$ cat src/rtl/pipe_pkg.sv
// Shared types for the pipeline hazard unit: scoreboard slot, forwarding select
// and the source-vs-slot match used by both the stall and forwarding logic.
package pipe_pkg;

  // Register addresses are carried zero-extended to this width inside the scoreboard.
  localparam int unsigned MaxRegAw = 8;

  typedef logic [MaxRegAw-1:0] reg_addr_t;

  typedef enum logic [1:0] {
    FWD_RF    = 2'd0,
    FWD_EXMEM = 2'd1,
    FWD_MEMWB = 2'd2
  } fwd_sel_t;

  typedef struct packed {
    logic      valid;
    reg_addr_t rd;
    logic      wr;
    logic      ld;
  } sb_slot_t;

  // x0 is hard-wired zero, so it never produces a hazard.
  function automatic logic slot_match(sb_slot_t slot, reg_addr_t src, logic use_src);
    return slot.valid & slot.wr & (slot.rd != '0) & (slot.rd == src) & use_src;
  endfunction

  function automatic fwd_sel_t fwd_pick(logic ex_hit, logic mem_hit);
    if (ex_hit) return FWD_EXMEM;
    if (mem_hit) return FWD_MEMWB;
    return FWD_RF;
  endfunction

endpackage

$ cat src/rtl/sat_counter.sv
// Saturating up-counter with synchronous clear; stops at all-ones instead of wrapping.
module sat_counter #(
  parameter int unsigned W = 32
) (
  input  logic         clk_i,
  input  logic         rst_ni,
  input  logic         inc_i,
  input  logic         clr_i,
  output logic [W-1:0] cnt_o
);

  logic [W-1:0] cnt_q, cnt_d;

  always_comb begin
    cnt_d = cnt_q;
    if (clr_i) begin
      cnt_d = '0;
    end else if (inc_i && (cnt_q != '1)) begin
      cnt_d = cnt_q + W'(1);
    end
  end

  always_ff @(posedge clk_i or negedge rst_ni) begin
    if (!rst_ni) begin
      cnt_q <= '0;
    end else begin
      cnt_q <= cnt_d;
    end
  end

  assign cnt_o = cnt_q;

endmodule

$ cat src/rtl/pipe_hazard_unit.sv
// Hazard, stall and forwarding controller for the 5-stage core. Tracks in-flight
// destinations in an EX/MEM/WB scoreboard and drives enables, flushes and forwarding.
module pipe_hazard_unit
  import pipe_pkg::*;
#(
  parameter int unsigned REG_AW = 5,
  parameter bit          FWD_EN = 1'b1,
  parameter int unsigned CNT_W  = 32
) (
  input  logic              clk_i,
  input  logic              rst_ni,
  input  logic              de_valid_i,
  input  logic [REG_AW-1:0] de_rs1_i,
  input  logic [REG_AW-1:0] de_rs2_i,
  input  logic              de_use_rs1_i,
  input  logic              de_use_rs2_i,
  input  logic [REG_AW-1:0] de_rd_i,
  input  logic              de_reg_write_i,
  input  logic              de_mem_read_i,
  input  logic              ex_br_taken_i,
  input  logic              mem_ready_i,
  output logic              pc_en_o,
  output logic              fe_de_en_o,
  output logic              fe_de_flush_o,
  output logic              de_ex_flush_o,
  output logic              ex_mem_en_o,
  output logic [1:0]        fwd_a_sel_o,
  output logic [1:0]        fwd_b_sel_o,
  output logic [CNT_W-1:0]  stall_cnt_o,
  output logic [CNT_W-1:0]  flush_cnt_o
);

  sb_slot_t  ex_q, mem_q, wb_q, ex_d;
  fwd_sel_t  fwd_a_q, fwd_a_d, fwd_b_q, fwd_b_d;
  reg_addr_t rs1, rs2, rd;

  logic ex_hit1, ex_hit2, mem_hit1, mem_hit2, wb_hit1, wb_hit2;
  logic stall_fwd, stall_int, stall, branch;
  logic stall_inc, flush_inc;

  assign rs1 = reg_addr_t'(de_rs1_i);
  assign rs2 = reg_addr_t'(de_rs2_i);
  assign rd  = reg_addr_t'(de_rd_i);

  assign ex_hit1  = slot_match(ex_q, rs1, de_use_rs1_i);
  assign ex_hit2  = slot_match(ex_q, rs2, de_use_rs2_i);
  assign mem_hit1 = slot_match(mem_q, rs1, de_use_rs1_i);
  assign mem_hit2 = slot_match(mem_q, rs2, de_use_rs2_i);
  assign wb_hit1  = slot_match(wb_q, rs1, de_use_rs1_i);
  assign wb_hit2  = slot_match(wb_q, rs2, de_use_rs2_i);

  // With forwarding only a load still in EX is too late; without it every
  // in-flight producer must drain through WB first.
  assign stall_fwd = ex_q.ld & (ex_hit1 | ex_hit2);
  assign stall_int = ex_hit1 | ex_hit2 | mem_hit1 | mem_hit2 | wb_hit1 | wb_hit2;
  assign stall     = de_valid_i & (FWD_EN ? stall_fwd : stall_int);

  // A frozen pipeline ignores the branch; EX re-presents it once memory is ready.
  assign branch    = mem_ready_i & ex_br_taken_i;
  assign stall_inc = mem_ready_i & ~ex_br_taken_i & stall;
  assign flush_inc = branch;

  always_comb begin
    pc_en_o       = 1'b1;
    fe_de_en_o    = 1'b1;
    fe_de_flush_o = 1'b0;
    de_ex_flush_o = 1'b0;
    ex_mem_en_o   = 1'b1;
    if (!rst_ni) begin
      // Defaults hold while reset is asserted regardless of other inputs.
    end else if (!mem_ready_i) begin
      pc_en_o     = 1'b0;
      fe_de_en_o  = 1'b0;
      ex_mem_en_o = 1'b0;
    end else if (branch) begin
      fe_de_flush_o = 1'b1;
      de_ex_flush_o = 1'b1;
    end else if (stall) begin
      pc_en_o       = 1'b0;
      fe_de_en_o    = 1'b0;
      de_ex_flush_o = 1'b1;
    end
  end

  always_comb begin
    ex_d    = '0;
    fwd_a_d = FWD_RF;
    fwd_b_d = FWD_RF;
    if (!branch && !stall && de_valid_i) begin
      ex_d.valid = 1'b1;
      ex_d.rd    = rd;
      ex_d.wr    = de_reg_write_i;
      ex_d.ld    = de_mem_read_i;
      if (FWD_EN) begin
        fwd_a_d = fwd_pick(ex_hit1, mem_hit1);
        fwd_b_d = fwd_pick(ex_hit2, mem_hit2);
      end
    end
  end

  always_ff @(posedge clk_i or negedge rst_ni) begin
    if (!rst_ni) begin
      ex_q    <= '0;
      mem_q   <= '0;
      wb_q    <= '0;
      fwd_a_q <= FWD_RF;
      fwd_b_q <= FWD_RF;
    end else if (mem_ready_i) begin
      ex_q    <= ex_d;
      mem_q   <= ex_q;
      wb_q    <= mem_q;
      fwd_a_q <= fwd_a_d;
      fwd_b_q <= fwd_b_d;
    end
  end

  assign fwd_a_sel_o = fwd_a_q;
  assign fwd_b_sel_o = fwd_b_q;

  sat_counter #(
    .W(CNT_W)
  ) u_stall_cnt (
    .clk_i (clk_i),
    .rst_ni(rst_ni),
    .inc_i (stall_inc),
    .clr_i (1'b0),
    .cnt_o (stall_cnt_o)
  );

  sat_counter #(
    .W(CNT_W)
  ) u_flush_cnt (
    .clk_i (clk_i),
    .rst_ni(rst_ni),
    .inc_i (flush_inc),
    .clr_i (1'b0),
    .cnt_o (flush_cnt_o)
  );

endmodule

$ cat config.mk
export PLATFORM = sky130hd
export DESIGN_NAME = pipe_hazard_unit
export DESIGN_NICKNAME = d
export VERILOG_FILES = /design/src/rtl/pipe_pkg.sv /design/src/rtl/sat_counter.sv /design/src/rtl/pipe_hazard_unit.sv
export SDC_FILE = /design/constraint.sdc
export NUM_CORES = 1
export LEC_CHECK = 0
export CAP_MARGIN = 10
export CORE_MARGIN = 2
export CORE_UTILIZATION = 32
export DETAILED_ROUTE_END_ITERATION = 8
export GPL_TIMING_DRIVEN = 0
export PLACE_DENSITY = 0.58
export RECOVER_POWER = 100
export REMOVE_ABC_BUFFERS = 1
export SLEW_MARGIN = 0
export SYNTH_ARGS = -nofsm -noshare
export SYNTH_HDL_FRONTEND = slang
export SYNTH_SLANG_ARGS = --single-unit
$ cat constraint.sdc
create_clock -name clk_i -period 4.4 [get_ports clk_i]
set_input_delay 0.66 -clock clk_i [delete_from_list [all_inputs] [get_ports clk_i]]
set_output_delay 0.66 -clock clk_i [all_outputs]
set_load 0.01 [all_outputs]
==> impl_results.md, run 1 <==
- Core Region: between 10,000 and 15,000 µm²
- Worst setup SP type: input port
- MaxCap Viol Count: 1
- Post-CTS sizing: 0
- # rows: 41
- Setup violators final: 0
- Failing checks: capacitance limit, slew limit
- CP arrival: 3.28 ns
- R2r setup slk: 2.00 ns
- Slew headroom: -57.3%
- Area added between synthesis and finish: 34.7%
- Hold-fix buffers, CTS: 0
- CTS tree: yes
- Final Hold Vio Count: 0
- Die X: 117 µm
- Class of the worst hold path: in2async
- Cells after synthesis: 377
- Number of cells on the worst reg-to-reg path: 7
- Total gr overflow: 0
- Routed Antenna Nets: 0
- Pins Over Slew Limit: 45
- Min Tclk post-route: 3.94 ns
- Overall Power: 0.00183 W
- Pleak: 2.68 nW
- DR iter-0 viols: about 170
- Outcome: finished with violations
- Top_reg_cell synth: dfrtp_1
- Clock Pin Slew Worst Setup and Hold Paths: 0.06 ns
- Crit-path max FO: 15
- I/O Pins: between 90 and 100
- Final wirelength: 9870 µm
- Initial antenna violation count: 0
- Num CTS Buffers: 9
- Chip height: 117 µm
- Post-synth EDFFs: 0
- First-pass GRT wire length: 16,600 µm
- Post-CTS setup buffers: 0
- CTS max path bufs: 2
- Synth cell types: 43
- Routed vias: 3,217
- H-tree depth: 3
- PD cells: 329 nW/µm²
- Hpwl dp: 7380 µm
- DR WL/cell: about 15 µm
- Fraction of layout cells with a size suffix above 1: 6.44%
- Crit path required time: between 3 and 4 ns
- Total GRT Usage: 14.7%
- Setup Crit Path Kind: in2out
- Synthesized area: 4120 µm²
- Root buffer cell: clkbuf_16
- Die area: about 14,000 µm²
- Initial core utilization: between 30% and 40%
- Final GP Congestion: 0.832
- Synth warnings: 0
- Worst-margin pin slew: 2.36 ns
- Crit share post-route: 89.5%
- #FFs+latches synth: 83
- Critical R2R Launch: u_stall_cnt.cnt_o[0]
- Unrepaired setup endpoints after global routing: no
- Seq/Total Area, Yosys: 50.4%
- Via density: around 5
- ANT cells: 0
- Peak Freq: 254 MHz
- Largest net degree at the start of global routing: 45
- Fraction of registers with async set/reset: 100%
- IO buf count: 96
- First drt pass iteration count: 5
- Clock Latency Late Sink: roughly 0.33 ns
- Vias in the first global route: between 3,000 and 4,000
- Worst Setup End Kind: primary output
- Non-Filler Instances: about 650
- Post-Place Cells: 640
- Reg-to-reg endpoint: u_stall_cnt.cnt_o[1]
- Worst clock skew: 0.00560 ns
- Final nets: 505
- CTS Sinks: 83
- Max VDD drop: 0.300 mV
- Synthesized area per cell: 10.9 µm²
- DRC Markers: 0
[cells in the mapped netlist, drive strengths merged (2+ instances only)]
master,number,area [µm²]
a21o,2,15.0
a22o,7,61.3
and2,2,12.5
and3,15,93.8
and4,7,61.3
buf,2,12.5
clkbuf,4,15.0
dfrtp,83,2080
ha,2,25.0
inv,9,33.8
mux2,10,113
nand2,33,124
nand2b,3,21.3
nand3,25,125
nand3b,2,15.0
nand4,18,119
nor2,21,81.3
nor3,10,50.1
nor4,15,130
o211a,2,20.0
o2bb2ai,4,35.0
o311a,2,20.0
o31a,2,17.5
or2,2,12.5
or3,5,31.3
or4,2,18.8
xnor2,43,377
xor2,38,333
[cell usage in the layout (no fill, tap or decap), types with 9 or more instances in the layout]
cell,count
dfrtp_1,83
dlygate4sd3_1,75
xnor2_1,43
xor2_1,38
nand2_1,33
nand3_1,25
nor2_1,21
clkdlybuf4s50_1,20
nand4_1,17
and3_1,15
nor4_1,13
nor3_1,10
inv_1,9
mux2_2,9
clkbuf_16,9
[kinds of logic (layout without fill, tap and decap cells)]
kind of cell,after synthesis,count (layout),share of synthesized area [%]
mux,10,10,2.73
flops,83,83,50.4
compound gates,24,24,5.38
buf+inv,15,119,1.49
fa+ha+maj,2,2,0.607
xor+xnor,81,81,17.2
simple gates,162,162,22.1
[registers in the layout (all words and copies together), names as in the netlist]
signal,cells
fwd_b_sel_o,2
u_stall_cnt.cnt_o,32
mem_q,7
fwd_a_sel_o,2
u_flush_cnt.cnt_o,32
ex_q,8
[report_power, final]
group	total (W)	internal [W]	switching, W
registers	0.000848	0.000801	0.0000472
clock network	0.000782	0.000502	0.000281
logic	0.000195	0.000104	0.0000914
[stage by stage]
step | utilization, % | hold WS [ns] | setup slack, ns | area, µm² | TNS (ns)
2_1_floorplan | - | 0.364 | 1.92 | 4090 | 0
5_1_grt | 44.2 | 0.347 | 0.342 | 5550 | 0
3_5_place_dp | 42.1 | 0.484 | 0.668 | 5290 | 0
3_3_place_gp | 41.9 | 0.481 | -1.60 | 5270 | -40.85
6_report | 44.2 | 0.300 | 0.462 | 5550 | 0
4_1_cts | 44.5 | 0.330 | 0.642 | 5600 | 0
[cell type report]
class,count,area [µm²]
Tap cell,172,215
Clock buffer,10,239
Multi-Input combinational cell,279,1960
Sequential cell,83,2080
Timing Repair Buffer,97,962
Fill cell,1201,7020
Inverter,9,33.8
Clock inverter,3,65.1
[critical path, stage by stage]
cell and delay [ns]:
dlygate4sd3_1 0.58, xor2_1 0.16, nor4_1 0.07, and3_1 0.24, o21ai_2 0.54, nor3_1 0.12, or2_2 0.30, dlygate4sd3_1 0.60
[worst max path at each step]
stage           startpoint  slack [ns]            end  cells after the start
2_1_floorplan  de_rs1_i[3]        1.92     fe_de_en_o                      5
3_3_place_gp        rst_ni       -1.60  de_ex_flush_o                      4
3_5_place_dp   de_rs1_i[3]        0.67  de_ex_flush_o                      8
4_1_cts        de_rs1_i[3]        0.64  de_ex_flush_o                      8
5_1_grt        de_rs1_i[2]        0.34  de_ex_flush_o                      8
6_report       de_rs1_i[2]        0.46  de_ex_flush_o                      8
[metal layers]
layer / up-vias / wire [µm] / track usage, %
met5: - / 0 / 0
met4: 0 / 194 / 4.59
met3: 16 / 550 / 4.46
met2: 84 / 4620 / 24.4
met1: 1570 / 4500 / 18.5
li1: 1547 / - / -
Power figures use the tool's default switching activity.
==> run 2: changes to the inputs <==
SLEW_MARGIN = 10   (was 0)
==> results of run 2 <==
Same layout as run 1: the final DEF is identical, and so are final timing and power.
